`src/rtl/display_pkg.sv`:
```
// rtl/display_pkg.sv - shared constants and helpers for the HH:MM display scanner
package display_pkg;

   localparam int DIGIT_W  = 4;
   localparam int N_DIGITS = 4;

   localparam logic [DIGIT_W-1:0] BCD_BLANK = 4'hF;

   localparam logic [1:0] SLOT_MIN_ONES = 2'd0;
   localparam logic [1:0] SLOT_MIN_TENS = 2'd1;
   localparam logic [1:0] SLOT_HR_ONES  = 2'd2;
   localparam logic [1:0] SLOT_HR_TENS  = 2'd3;

   // Active-low one-hot anode pattern for a slot.
   function automatic logic [N_DIGITS-1:0] anode_n(input logic [1:0] slot);
      return ~(4'b0001 << slot);
   endfunction

endpackage

```
`src/rtl/tick_gen.sv`:
```
// rtl/tick_gen.sv - terminal-count divider producing a one-cycle tick when enabled
module tick_gen #(
   parameter int DIV = 2
) (
   input  logic clk,
   input  logic rst,
   input  logic en,
   output logic tick
);

   localparam int CW = (DIV > 1) ? $clog2(DIV) : 1;
   localparam logic [CW-1:0] LAST = CW'(DIV - 1);

   logic [CW-1:0] cnt;

   assign tick = en && (cnt == LAST);

   always_ff @(posedge clk) begin
      if (rst) begin
         cnt <= '0;
      end else if (en) begin
         cnt <= tick ? '0 : cnt + CW'(1);
      end
   end

endmodule

```
`src/rtl/display_scan_mux.sv`:
```
// rtl/display_scan_mux.sv - 4-digit scan multiplexer with frame snapshot, blinking and
// leading-zero blanking, anodes delayed one cycle behind bcd to match the decoder
module display_scan_mux
   import display_pkg::*;
#(
   parameter int REFRESH_DIV = 50000,
   parameter int BLINK_DIV   = 250
) (
   input  logic                          clk,
   input  logic                          rst,
   input  logic [DIGIT_W*N_DIGITS-1:0]   digits,
   input  logic                          blink_en,
   input  logic [N_DIGITS-1:0]           blink_mask,
   input  logic                          lz_blank,
   input  logic                          colon_blink,
   output logic [DIGIT_W-1:0]            bcd,
   output logic [N_DIGITS-1:0]           an_n,
   output logic                          dp_n
);

   logic                        slot_adv;
   logic                        frame_wrap;
   logic                        blink_tick;
   logic [1:0]                  slot;
   logic                        phase;
   logic [DIGIT_W*N_DIGITS-1:0] snapshot;
   logic [DIGIT_W-1:0]          digit;
   logic [DIGIT_W-1:0]          sel;
   logic [1:0]                  slot_d1;
   logic                        valid_d1;

   tick_gen #(.DIV(REFRESH_DIV)) u_refresh (
      .clk  (clk),
      .rst  (rst),
      .en   (1'b1),
      .tick (slot_adv)
   );

   assign frame_wrap = slot_adv && (slot == SLOT_HR_TENS);

   tick_gen #(.DIV(BLINK_DIV)) u_blink (
      .clk  (clk),
      .rst  (rst),
      .en   (frame_wrap),
      .tick (blink_tick)
   );

   // Snapshot and phase change only at frame boundaries so a frame never tears.
   always_ff @(posedge clk) begin
      if (rst) begin
         slot     <= SLOT_MIN_ONES;
         phase    <= 1'b1;
         snapshot <= '0;
      end else begin
         if (slot_adv)   slot     <= slot + 2'd1;
         if (frame_wrap) snapshot <= digits;
         if (blink_tick) phase    <= ~phase;
      end
   end

   assign digit = snapshot[{slot, 2'b00} +: DIGIT_W];

   always_comb begin
      sel = digit;
      if (blink_en && blink_mask[slot] && !phase) begin
         sel = BCD_BLANK;
      end else if (lz_blank && (slot == SLOT_HR_TENS) && (digit == 4'd0)) begin
         sel = BCD_BLANK;
      end
   end

   always_ff @(posedge clk) begin
      if (rst) begin
         bcd      <= BCD_BLANK;
         slot_d1  <= SLOT_MIN_ONES;
         valid_d1 <= 1'b0;
      end else begin
         bcd      <= sel;
         slot_d1  <= slot;
         valid_d1 <= 1'b1;
      end
   end

   // valid_d1 keeps the anodes dark until the first real digit reaches the decoder output.
   always_ff @(posedge clk) begin
      if (rst || !valid_d1) begin
         an_n <= '1;
         dp_n <= 1'b1;
      end else begin
         an_n <= anode_n(slot_d1);
         dp_n <= ~((slot_d1 == SLOT_HR_ONES) && (colon_blink ? phase : 1'b1));
      end
   end

endmodule
```
`config.mk`:
```
export PLATFORM = sky130hd
export DESIGN_NAME = display_scan_mux
export DESIGN_NICKNAME = d
export VERILOG_FILES = /design/src/rtl/display_pkg.sv /design/src/rtl/tick_gen.sv /design/src/rtl/display_scan_mux.sv
export SDC_FILE = /design/constraint.sdc
export NUM_CORES = 1
export LEC_CHECK = 0
export ABC_AREA = 1
export CORE_MARGIN = 2
export CORE_UTILIZATION = 49
export CTS_CLUSTER_DIAMETER = 120
export DETAILED_ROUTE_END_ITERATION = 12
export PLACE_DENSITY = 0.75
export SYNTH_ARGS = -nofsm -noshare
export SYNTH_HDL_FRONTEND = slang
export SYNTH_SLANG_ARGS = --single-unit
```
`constraint.sdc`:
```
create_clock -name clk -period 1.5 [get_ports clk]
set_input_delay 0.3 -clock clk [delete_from_list [all_inputs] [get_ports clk]]
set_output_delay 0.3 -clock clk [all_outputs]
set_load 0.02 [all_outputs]
```
# Word level (Yosys, flattened, before mapping)
# Cells that the tools add are included.
# totals
ramBits,0
out_inout_bits,9
wordCells,41
mem_bits_ro,0
register_bits,55
in_bits,25
n_memories,0
latch_bits,0
# op_classes
mux,5
div,0
n_lt_le_gt_ge,1
eq_ne,4
shifts,2
n_mul,0
n_addsub,3
bitwise_logic,3
n_reduce_logical,13
# op_table
operator,n
$add A16 B1 Y16 const B,1
$eq A16 B16 Y1 const B,1
$shiftx A16 B5 Y4,1
$add A8 B1 Y8 const B,1
$eq A8 B8 Y1 const B,1
$mux W8,1
$logic_and A1 B1 Y1,7
$eq A2 B2 Y1 const B,2
$logic_not A4 Y1,1
$not A4 Y4,1
$shl A1 B2 Y4 const A,1
$lt A2 B3 Y1 const B,1
$mux W1,3
$reduce_or A3 Y1,1
$add A2 B1 Y2 const B,1
$bmux W1 S2,1
$logic_not A1 Y1,2
$not A1 Y1,2
$reduce_or A2 Y1,1
$logic_or A1 B1 Y1,1

# Longest topological paths before layout
# Gate-level depths: netlist (run 1).
# depth
ltp_word,5
depth_mapped,9
ltp_nobuf,9

# Cells and area by module
# Synthesis (run 1) repeated with hierarchy kept, for this count alone.
# unflattened
cells_unflattened,358
hier_area_um2,2576.2
# modules_own_cells
module,instances,cells_each,area_per_inst_um2,seq_area_each_um2
display_scan_mux,1,161,1187.4,620.6
tick_gen (u_refresh),1,134,944.7,320.3
tick_gen (u_blink),1,63,444.2,160.2

# Least setup slack after synthesis (run 1)
# OpenSTA, ideal clock, no wires.
# synth_path
path_type,register -> register
start,register u_refresh.cnt[0]
end,register u_refresh.cnt[5]
arrival_ps,1319
setup_time_ps,115
t_required_ps,1385
path_stages_with_launch,8
slack_ps,67
synth_period_minus_slack_ps,1433
path_buffers,1
cell_sequence,dfxtp_1 ha_1 nand3_1 nor2_4 nand2_4 nand2_1 buf_4 nor2_1
# synth_via
elab_chain_len,2
elab_cells_between_ends,3
classes_between,add/sub (1); eq/ne (1); reduce/logical (1)
# synth_lines
item,line,source
start: declaration,tick_gen.sv:14,logic [CW-1:0] cnt;
start signal: assignment,tick_gen.sv:22,cnt <= tick ? '0 : cnt + CW'(1);
"parallel branches: the longest is 2 deep, another holds $add A16 B1 Y16",n/a,
# Parallel ways; which one is timed is not known.
# A chain may end at the register's enable or synchronous reset.

# Worst setup path after layout (run 1)
# layout_path
start,register u_refresh.cnt[0]
end,register phase
# layout_via
elab_chain_len,3
# layout_lines
item,line,source
$eq A16 B16 Y1,tick_gen.sv:16,assign tick = en && (cnt == LAST);
$logic_and A1 B1 Y1,display_scan_mux.sv:39,assign frame_wrap = slot_adv && (slot == SLOT_HR_TENS);
$logic_and A1 B1 Y1,tick_gen.sv:16,
end signal: assignment,display_scan_mux.sv:57,if (blink_tick) phase <= ~phase;
end: declaration,display_scan_mux.sv:25,logic phase;
# No other way between the ends.

==> key figures, run 1 <==
Power and ir drop
  – Flop pwr share: roughly 60%
  – Sw power: between 0.5 and 0.6 mW
  – Clock share of power: about a third
  – Total power: 2.474 mW
  – Pleak: 1.272 nW
  – Combinational fraction of design power: around 6%
  – Sw frac: roughly 23%
  – Pwr dens: about 770 nW/um^2
  – Int Pwr: around 1.9 mW
  – Peak VDD IR: between 500 and 600 uV

Routing
  – DR iter-0 viols: about 100
  – DR WL/cell: roughly 11 um
  – Final ANT Viol Nets: 0
  – Final wirelength: 5.381 mm
  – Vias/cell: around 4.9
  – Via count: between 2000 and 2500
  – DRC Markers: 0
  – Drt pass-1 iters: 4

Final layout
  – Non-Filler Instances: 473
  – Share of cells above drive strength 1: between 10% and 20%
  – Sequential cell area: approximately 1100 um^2
  – Fill count: 471
  – Layout Nets: 431
  – Fin util: between 60 and 70%
  – Area occupied by multi-input gates: roughly 1300 um^2
  – # diodes: 0
  – P&R area growth vs syn: 29.05%

Floorplan
  – Die Footprint: 5694 um^2
  – Core Region: ~5000 um^2
  – Die Y: around 75 um
  – I/O Pins: 34
  – Starting Density: about half
  – Die X: between 70 and 80 um
  – Standard-cell rows: 26

Synth
  – Flops & latches, synth: between 50 and 60
  – Gate Count Post-Synth: around 350
  – Yosys Warn Count: 0
  – Yosys top cell area share: 44.00%
  – Mapped Nets: roughly 380
  – Sequential share of the synthesized area: roughly 44%
  – Synth unique cells: 28
  – Synth area leaders: dfxtp_1 44%, nand2_1 14%, nand3_1 7.0%
  – Synth area leader: dfxtp_1
  – Synthesized area per cell: 7.191 um^2
  – Post-Syn Area: ~2500 um^2

Clocking
  – Clk slew on worst S/H paths: 110 ps
  – Root buffer cell: clkbuf_8
  – TritonCTS clock tree: built
  – Clock tree buffer depth: 2
  – CTS Buf Count: 5
  – H-tree levels: 2
  – CTS sink count: 55
  – Clk Latency, worst-skew pair: 300 ps
  – Hold_buf cts: 0

Global route
  – Initial antenna violation count: 0
  – First-pass GRT wire length: between 8 and 9 mm
  – Global Route Usage Sum: a little under a fifth
  – Vias in the first global route: roughly 2000
  – Largest net degree at the start of global routing: 20
  – Global route overflow: 0

Worst setup path
  – Setup Crit Path Kind: reg -> reg
  – Largest fanout on the critical path: 5
  – Critical path origin: u_refresh.cnt[0]$_SDFF_PP0_
  – R2R Path End: phase$_SDFFE_PP1P_
  – Reg2reg path depth: 8
  – Worst path required time: ~1800 ps
  – Worst setup endpoint: phase$_SDFFE_PP1P_
  – Internal reg-to-reg setup slack: between 90 and 100 ps
  – Crit path capture type: register
  – Startpoint Class: register
  – R2R Path Start: u_refresh.cnt[0]$_SDFF_PP0_
  – Arrival time of the worst setup path: 1660 ps

Min path
  – Hold depth: 1
  – Hold Path Class: reg -> reg

Placed design
  – RePlAce Congestion: 0.8220
  – Hpwl dp: ~3.9 mm
  – Placed cell count: about 460
  – Port Buffers: 33

Timing
  – Final setup violation count: 0
  – FMAX: 711.3 MHz
  – Tightest Pin Transition: approximately 340 ps
  – Hold Fails Final Rpt: 0
  – Total Neg Setup Slack: 0 ps
  – Fin crit share: a little over nine tenths
  – Unrepaired setup endpoints after global routing: no
  – Final-report max-slew violation count: 0
  – Clock skew: around 10 ps
  – Period minus WS final: 1406 ps
  – Worst slew margin: between 70% and 80%

Outcome
  – Status: completed

Run
  – Max_cap viols: 0
==> Yosys cell counts <==
| cell | instances |
|---|---|
| nor3b_1 | 1 |
| nand3_1 | 35 |
| nand2_2 | 1 |
| inv_1 | 34 |
| buf_2 | 3 |
| o211ai_1 | 1 |
| xor2_1 | 8 |
| nand2_4 | 1 |
| nor2_8 | 1 |
| a21o_1 | 1 |
| xnor2_1 | 3 |
| o21ai_0 | 9 |
| clkbuf_1 | 6 |
| buf_4 | 1 |
| nor2_4 | 3 |
| nor2_1 | 41 |
| buf_6 | 2 |
| ha_1 | 4 |
| nand3b_1 | 1 |
| nand3_2 | 1 |
| nor3_1 | 4 |
| nand2_1 | 93 |
| nand4_2 | 1 |
| a21oi_1 | 32 |
| dfxtp_1 | 55 |
| inv_2 | 2 |
| nor2_2 | 1 |
| nand4_1 | 3 |
==> state kept, by name, indices dropped and copies added, names as in the netlist <==
name	flops
snapshot	16
u_refresh.cnt	16
u_blink.cnt	8
an_n	4
bcd	4
slot	2
slot_d1	2
dp_n	1
phase	1
valid_d1	1
==> metrics by stage <==
stage / hold slack, ps / cell area, um^2 / setup slack [ps]
final: 433.9 / 3229 / 94.20
after global routing: 481.0 / 3229 / 5.314
after CTS: 434.7 / 3156 / 10.96
after detailed placement: 409.3 / 3058 / -71.96
after global placement: 403.4 / 3058 / 27.78
after floorplan: 394.2 / 2502 / 66.73
==> what timing repair did <==
action                     CTS  global route
cloned                       0             1
setup endpoints to repair   32            32
pin swaps                    1             4
gates resized for setup     10            21
setup buffers                1             0
==> power groups by stage <==
| stage | Clock (mW) | Sequential (mW) | Combinational [mW] |
|---|---|---|---|
| after floorplan | 0 | 1.52 | 0.0359 |
| after global placement | 0 | 1.51 | 0.147 |
| after detailed placement | 0 | 1.52 | 0.148 |
| after CTS | 0.862 | 1.48 | 0.144 |
| after global routing | 0.922 | 1.49 | 0.163 |
| final | 0.839 | 1.49 | 0.150 |
==> area by class of cell <==
class | instances | area share [%]
tap | 70 | 2.712
clock buffer | 5 | 2.131
clock inverter | 3 | 0.8524
inverter | 36 | 4.184
sequential | 55 | 34.25
multi-input combinational | 246 | 39.40
timing repair buffer | 58 | 16.47
==> cells in the final DEF (no fill, tap or decap) <==
| cell | Yosys | final |
|---|---|---|
| inv_1 | 34 | 34 |
| nand2_2 | 1 | 2 |
| a21oi_1 | 32 | 29 |
| clkinv_4 | 0 | 1 |
| dfxtp_1 | 55 | 51 |
| o21ai_1 | 0 | 1 |
| o211ai_1 | 1 | 1 |
| clkbuf_8 | 0 | 5 |
| dlygate4sd2_1 | 0 | 9 |
| ha_1 | 4 | 3 |
| a21o_1 | 1 | 1 |
| buf_4 | 1 | 23 |
| buf_12 | 0 | 2 |
| nand2_1 | 93 | 92 |
| nor2_8 | 1 | 1 |
| o21ai_2 | 0 | 1 |
| ha_4 | 0 | 1 |
| a21oi_2 | 0 | 3 |
| xor2_1 | 8 | 8 |
| nor3_2 | 0 | 1 |
| clkinvlp_4 | 0 | 1 |
| nand4_1 | 3 | 4 |
| nand3_4 | 0 | 1 |
| inv_8 | 0 | 1 |
| xnor2_1 | 3 | 3 |
| nand3_2 | 1 | 2 |
| nand3_1 | 35 | 33 |
| nand2_4 | 1 | 1 |
| dfxtp_2 | 0 | 4 |
| nor2_1 | 41 | 37 |
| nor3b_1 | 1 | 1 |
| nor2_2 | 1 | 4 |
| nand4_2 | 1 | 1 |
| inv_2 | 2 | 2 |
| clkdlybuf4s50_1 | 0 | 24 |
| nor2_4 | 3 | 4 |
| nand3b_1 | 1 | 1 |
| o21ai_0 | 9 | 7 |
| nor3_1 | 4 | 3 |
==> how the worst min path moves through the flow <==
stage                                startpoint                 end  slack (ps)
after CTS                 slot_d1[0]$_SDFF_PP0_  an_n[3]$_SDFF_PP1_         430
after global routing      slot_d1[0]$_SDFF_PP0_  an_n[1]$_SDFF_PP1_         480
after detailed placement  slot_d1[0]$_SDFF_PP0_  an_n[3]$_SDFF_PP1_         410
after floorplan           slot_d1[0]$_SDFF_PP0_  an_n[1]$_SDFF_PP1_         390
final                     slot_d1[0]$_SDFF_PP0_  an_n[3]$_SDFF_PP1_         430
after global placement    slot_d1[0]$_SDFF_PP0_  an_n[1]$_SDFF_PP1_         400
==> worst max-delay path: stages, from the launching register on <==
cell and delay, ps:
dfxtp_2 370, ha_4 150, nand3_4 90, nor2_4 170, nand3_2 150, buf_4 180, nor2_1 110, nand2_1 60
nand3_1 70
==> kinds of logic (layout without fill, tap and decap cells) <==
logic type               Yosys count  in the layout  synth area share [%]
flip-flops                        55             55                 44.00
adder cells (fa/ha/maj)            4              4                 2.000
AO/OA/AOI/OAI                     43             43                 8.800
XOR/XNOR                          11             11                 3.850
buffers and inverters             48            102                 8.100
AND/OR/NAND/NOR                  187            188                 33.25
==> layer usage <==
layer  track usage, %  up-vias  wire length [um]
met1            25.64     1045              2382
met3            3.571        8               268
li1                 -     1214                 -
met4            3.899        0                97
met5                0        -                 0
met2            32.27       64              2633
No activity file was read; power rests on OpenSTA's default activity.
==> run 2: changes to the inputs <==
--- a/config.mk
+++ b/config.mk
@@ -7,10 +7,11 @@
 export LEC_CHECK = 0
 export ABC_AREA = 1
 export CORE_MARGIN = 2
-export CORE_UTILIZATION = 49
+export CORE_UTILIZATION = 45
 export CTS_CLUSTER_DIAMETER = 120
 export DETAILED_ROUTE_END_ITERATION = 12
-export PLACE_DENSITY = 0.75
+export GPL_TIMING_DRIVEN = 0
+export PLACE_DENSITY = 0.7
 export SYNTH_ARGS = -nofsm -noshare
 export SYNTH_HDL_FRONTEND = slang
 export SYNTH_SLANG_ARGS = --single-unit
==> key figures, run 2 (synthesis results as in run 1) <==
Outcome
  – Status: completed

Routing
  – Via count: 2237 (-4.0%)
  – Drt pass-1 iters: 4 (unchanged)
  – DR iter-0 viols: 154 (+52%)
  – Vias/cell: 4.770 (-3.2%)
  – DRC Markers: 0 (unchanged)
  – DR WL/cell: 11.62 um (+2.1%)
  – Final ANT Viol Nets: 0 (unchanged)
  – Final wirelength: 5.448 mm (+1.2%)

Timing
  – Worst slew margin: 78.09% (+0.94 points)
  – Final setup violation count: 0 (unchanged)
  – Tightest Pin Transition: 328.7 ps (-13.77 ps)
  – Period minus WS final: 1472 ps (+65.99 ps)
  – Fin crit share: 98.12% (+4.4 points)
  – Hold Fails Final Rpt: 0 (unchanged)
  – Final-report max-slew violation count: 0 (unchanged)
  – FMAX: 679.4 MHz (-4.5%)
  – Unrepaired setup endpoints after global routing: yes
  – Clock skew: 15.43 ps (+5.404 ps)

Min path
  – Hold depth: 1 (unchanged)
  – Hold Path Class: reg -> reg

Worst setup path
  – Arrival time of the worst setup path: 1710 ps (+50 ps)
  – Internal reg-to-reg setup slack: 30 ps (-70 ps)
  – Startpoint Class: register
  – Crit path buffers/inverters: 1 (unchanged)
  – Worst path top cell family by delay: simple AND/OR/NAND/NOR gates
  – R2R Path Start: u_refresh.cnt[0]$_SDFF_PP0_
  – Worst setup endpoint: u_blink.cnt[3]$_SDFFE_PP0P_
  – CP Cell Sequence: ha_4 > nand3_4 > nor2_4 > nand2_4 > nor2_8 > buf_6 > nand3_1 > a21oi_1
  – Crit path capture type: register
  – Critical path origin: u_refresh.cnt[0]$_SDFF_PP0_
  – Crit-path max cell delay: 370 ps (about the same)
  – Critical Path Slowest Stage Cell: dfxtp_4
  – WP depth: 8 (unchanged)
  – Largest fanout on the critical path: 5 (unchanged)
  – Reg2reg path depth: 8 (unchanged)
  – R2R Path End: u_blink.cnt[3]$_SDFFE_PP0P_
  – Worst path required time: 1740 ps (-20 ps)
  – Setup Crit Path Kind: reg -> reg

Clocking
  – Clk Latency, worst-skew pair: 320 ps (+20 ps)
  – TritonCTS clock tree: built
  – Hold_buf cts: 0 (unchanged)
  – CTS Buf Count: 5 (unchanged)
  – H-tree levels: 2 (unchanged)
  – Clk slew on worst S/H paths: 110 ps (about the same)
  – Clock tree buffer depth: 2 (unchanged)
  – Root buffer cell: clkbuf_8
  – CTS sink count: 55 (unchanged)

Power and ir drop
  – Sw frac: 23.41% (+0.51 points)
  – Pwr dens: 779.7 nW/um^2 (+1.8%)
  – Pleak: 1.232 nW (-3.1%)
  – Flop pwr share: 59.9% (about the same)
  – Peak VDD IR: 420.0 uV (-28%)
  – Combinational fraction of design power: 5.8% (-0.2 points)
  – Sw power: 0.5794 mW (+2.3%)
  – Int Pwr: 1.896 mW (-0.61%)
  – Clock share of power: 34.3% (+0.4 points)

Final layout
  – Share of cells above drive strength 1: 14.61% (-0.53 points)
  – # diodes: 0 (unchanged)
  – Fin util: 58.36% (-6.1 points)
  – Fill count: 534 (+13%)
  – Layout Nets: 425 (-1.4%)
  – Most frequent cells in the layout: 90 x nand2_1, 47 x dfxtp_1, 38 x nor2_1
  – Non-Filler Instances: 469 (-0.85%)
  – Most common cell after layout, fill and taps aside: nand2_1
  – Sequential cell area: 1116 um^2 (+0.91%)
  – Leading registers by flop count: snapshot (16), u_refresh.cnt (16), u_blink.cnt (8)
  – P&R area growth vs syn: 26.85%
  – Area occupied by multi-input gates: 1284 um^2 (+0.88%)

Global route
  – Global Route Usage Sum: 18.14% (-0.96 points)
  – First-pass GRT wire length: 8.852 mm (+3.6%)
  – Largest net degree at the start of global routing: 20 (unchanged)
  – Initial antenna violation count: 0 (unchanged)
  – Vias in the first global route: 2004 (-1.5%)
  – Global route overflow: 0 (unchanged)

Placed design
  – Port Buffers: 33 (unchanged)
  – RePlAce Congestion: 0.8086 (-1.6%)
  – Hpwl dp: 3.747 mm (-4.4%)
  – Placed cell count: 453 (-2.2%)

Floorplan
  – Starting Density: 46.01% (-3.9 points)
  – Standard-cell rows: 27 (+3.8%)
  – Die X: 78.57 um (+4.1%)
  – Die Footprint: 6173 um^2 (+8.4%)
  – Die Y: 78.57 um (+4.1%)
  – Core Region: 5439 um^2 (+8.6%)
  – I/O Pins: 34 (unchanged)

Run
  – Max_cap viols: 0 (unchanged)
run 2: timing repair:
item | 4_1_cts | 5_1_grt
setup endpoints to repair | 52 | 43
pin swaps | 3 | 7
gates cloned | 1 | 2
buffers inserted | 3 | 3
gates resized for setup | 23 | 27
run 2: routing by layer:
| metal | track usage, % | up-vias | wire, um |
|---|---|---|---|
| met4 | 7.018 | 0 | 98 |
| met1 | 24.48 | 993 | 2691 |
| met2 | 28.21 | 33 | 2471 |
| met5 | 0 | - | 0 |
| li1 | - | 1202 | - |
| met3 | 4.023 | 9 | 186 |
run 2: power groups by stage:
| stage | combinational (mW) | sequential [mW] | clock (mW) |
|---|---|---|---|
| 2_1_floorplan | 0.0359 | 1.52 | 0 |
| 3_3_place_gp | 0.136 | 1.51 | 0 |
| 3_5_place_dp | 0.138 | 1.52 | 0 |
| 4_1_cts | 0.139 | 1.48 | 0.886 |
| 5_1_grt | 0.155 | 1.48 | 0.940 |
| 6_report | 0.143 | 1.48 | 0.849 |
run 2: metrics by stage:
step	power [mW]	hold slack (ps)	worst slack, ps	setup TNS (ps)	area [um^2]
after global routing	2.580	455.1	-61.49	-583.4	3174
final	2.475	432.8	28.21	0	3174
after detailed placement	1.653	409.1	-392.0	-10120	2923
after global placement	1.650	405.5	-371.4	-9447	2923
after CTS	2.508	435.6	9.733	0	3078
after floorplan	1.560	394.2	66.73	0	2502
run 2: final cells by class:
type                            count  area share, %
Clock inverter                      3         0.7883
Buffer                             11          2.247
Timing Repair Buffer               41          12.10
Clock buffer                        5          2.168
Inverter                           36          4.257
Tap cell                           72          2.838
Multi-Input combinational cell    246          40.44
Sequential cell                    55          35.16
run 2: worst min path at each step:
stage	end	from	slack, ps
floorplan	an_n[1]$_SDFF_PP1_	slot_d1[0]$_SDFF_PP0_	390
CTS	an_n[1]$_SDFF_PP1_	slot_d1[0]$_SDFF_PP0_	440
finish	an_n[1]$_SDFF_PP1_	slot_d1[0]$_SDFF_PP0_	430
global route	an_n[1]$_SDFF_PP1_	slot_d1[0]$_SDFF_PP0_	460
detailed placement	an_n[1]$_SDFF_PP1_	slot_d1[0]$_SDFF_PP0_	410
global placement	an_n[1]$_SDFF_PP1_	slot_d1[0]$_SDFF_PP0_	410
==> run 3: changes to the inputs <==
--- a/config.mk
+++ b/config.mk
@@ -6,12 +6,15 @@
 export NUM_CORES = 1
 export LEC_CHECK = 0
 export ABC_AREA = 1
+export CAP_MARGIN = 20
+export CELL_PAD_IN_SITES_DETAIL_PLACEMENT = 1
+export CELL_PAD_IN_SITES_GLOBAL_PLACEMENT = 1
 export CORE_MARGIN = 2
-export CORE_UTILIZATION = 45
+export CORE_UTILIZATION = 35
 export CTS_CLUSTER_DIAMETER = 120
 export DETAILED_ROUTE_END_ITERATION = 12
 export GPL_TIMING_DRIVEN = 0
-export PLACE_DENSITY = 0.7
+export PLACE_DENSITY_LB_ADDON = 0.1
 export SYNTH_ARGS = -nofsm -noshare
 export SYNTH_HDL_FRONTEND = slang
 export SYNTH_SLANG_ARGS = --single-unit
==> key figures, run 3 (synthesis results as in run 1) <==
Outcome
  – Status: completed

Clocking
  – Clock tree buffer depth: 2 (unchanged)
  – TritonCTS clock tree: built
  – Root buffer cell: clkbuf_8
  – Clk slew on worst S/H paths: 110 ps (about the same)
  – CTS sink count: 55 (unchanged)
  – Clk Latency, worst-skew pair: 320 ps (about the same)
  – Hold_buf cts: 0 (unchanged)
  – H-tree levels: 2 (unchanged)
  – CTS Buf Count: 5 (unchanged)

Global route
  – Global Route Usage Sum: 17.29% (-0.85 points)
  – Vias in the first global route: 2215 (+11%)
  – Global route overflow: 0 (unchanged)
  – Initial antenna violation count: 0 (unchanged)
  – First-pass GRT wire length: 10.44 mm (+18%)
  – Largest net degree at the start of global routing: 20 (unchanged)

Final layout
  – Share of cells above drive strength 1: 20.10% (+5.5 points)
  – Sequential cell area: 1120 um^2 (+0.34%)
  – P&R area growth vs syn: 31.70%
  – Final instance area: 3296 um^2 (+3.8%)
  – Most common cell after layout, fill and taps aside: nand2_1
  – Leading registers by flop count: snapshot (16), u_refresh.cnt (16), u_blink.cnt (8)
  – # diodes: 0 (unchanged)
  – Layout Nets: 426 (+0.24%)
  – Most frequent cells in the layout: 86 x nand2_1, 44 x dfxtp_1, 38 x nor2_1
  – Area occupied by multi-input gates: 1335 um^2 (+4.0%)
  – Non-Filler Instances: 494 (+5.3%)
  – Fill count: 871 (+63%)
  – Fin util: 47.98% (-10 points)

Floorplan
  – Standard-cell rows: 30 (+11%)
  – Die Y: 88.56 um (+13%)
  – Core Region: 6869 um^2 (+26%)
  – Die X: 88.56 um (+13%)
  – Starting Density: 36.43% (-9.6 points)
  – I/O Pins: 34 (unchanged)
  – Die Footprint: 7842 um^2 (+27%)

Worst setup path
  – Arrival time of the worst setup path: 1720 ps (about the same)
  – Setup Crit Path Kind: reg -> reg
  – Crit path capture type: register
  – Startpoint Class: register
  – Worst path required time: 1760 ps (+20 ps)
  – Largest fanout on the critical path: 6 (+1)

Timing
  – Period minus WS final: 1466 ps (-5.934 ps)
  – Tightest Pin Transition: 335.2 ps (+6.524 ps)
  – Fin crit share: 97.72% (-0.40 points)
  – Unrepaired setup endpoints after global routing: yes
  – Worst slew margin: 77.65% (-0.43 points)
  – Final-report max-slew violation count: 0 (unchanged)
  – Hold Fails Final Rpt: 0 (unchanged)
  – Final setup violation count: 0 (unchanged)
  – Clock skew: 5.660 ps (-9.770 ps)
  – Total Neg Setup Slack: 0 ps (unchanged)
  – FMAX: 682.2 MHz (+0.40%)

Power and ir drop
  – Pleak: 1.270 nW (+3.1%)
  – Pwr dens: 761.7 nW/um^2 (-2.3%)
  – Peak VDD IR: 423.0 uV (+0.71%)

Placed design
  – Hpwl dp: 4.529 mm (+21%)
  – DP Area: 2953 um^2 (+1.0%)
  – Placed cell count: 477 (+5.3%)
  – Port Buffers: 33 (unchanged)
  – RePlAce Congestion: 0.7833 (-3.1%)

Routing
  – Final ANT Viol Nets: 0 (unchanged)
  – Vias/cell: 4.682 (-1.8%)
  – Final wirelength: 6.431 mm (+18%)
  – DR WL/cell: 13.02 um (+12%)
  – DRC Markers: 0 (unchanged)
  – Via count: 2313 (+3.4%)
  – DR iter-0 viols: 69 (-55%)
  – Drt pass-1 iters: 4 (unchanged)

Run
  – Max_cap viols: 0 (unchanged)

Min path
  – Hold Path Class: reg -> reg
run 3: cell count changes in the layout (fill, tap and decap cells not counted), sizes merged:
cell      before  now
clkbuf         9   11
clkinv         0    2
clkinvlp       1    0
inv           38   37
nand4          5    4
run 3: area by class of cell:
cell class                      instances  area share (%)
Inverter                               36           4.100
Clock inverter                          3          0.8732
Timing Repair Buffer                   43           12.07
Buffer                                 11           2.733
Sequential cell                        55           33.98
Tap cell                               96           3.645
Multi-Input combinational cell        245           40.51
Clock buffer                            5           2.088
run 3: repair_timing:
| item | in CTS | in global routing |
|---|---|---|
| setup buffers | 4 | 4 |
| hold endpoints to repair | 0 | 0 |
| pin swaps | 2 | 15 |
| endpoints found under the setup margin | 57 | 42 |
| gates cloned | 1 | 1 |
| resized for setup | 30 | 46 |
run 3: worst max-delay path, cell delays in order (launching register included):
cell	delay [ps]
dfxtp_2	370
ha_4	160
nand3_4	90
nor2_4	140
nand2_4	100
nor2_8	200
buf_6	150
nand2_1	70
a21oi_1	130
run 3: through the flow:
stage / total power [mW] / setup WS (ps) / hold slack (ps)
4_1_cts: 2.539 / 5.578 / 424.2
5_1_grt: 2.618 / -61.35 / 457.2
3_5_place_dp: 1.654 / -469.0 / 416.8
2_1_floorplan: 1.560 / 66.73 / 394.2
6_report: 2.510 / 34.14 / 436.8
3_3_place_gp: 1.653 / -439.2 / 409.8
run 3: final timing paths:
kind,start,endpoint,slack (ps),depth (start not counted)
max,u_refresh.cnt[1]$_SDFF_PP0_,snapshot[14]$_SDFFE_PP0P_,30,8
max reg2reg,u_refresh.cnt[1]$_SDFF_PP0_,snapshot[14]$_SDFFE_PP0P_,30,8
min,slot_d1[0]$_SDFF_PP0_,an_n[1]$_SDFF_PP1_,440,1
min reg2reg,slot_d1[0]$_SDFF_PP0_,an_n[1]$_SDFF_PP1_,440,1
run 3: power by group:
group | total (mW) | internal [mW] | switching, mW
registers | 1.48 | 1.47 | 0.0101
logic | 0.144 | 0.0804 | 0.0637
clock network | 0.883 | 0.347 | 0.536
run 3: per-layer routing:
layer / global-route usage, % / up-vias / part of all wire [%]
met4: 4.959 / 0 / 1.3
met2: 28.78 / 28 / 47
met1: 22.99 / 1077 / 49
li1: - / 1202 / -
met3: 3.172 / 6 / 2.6
met5: 0 / - / 0
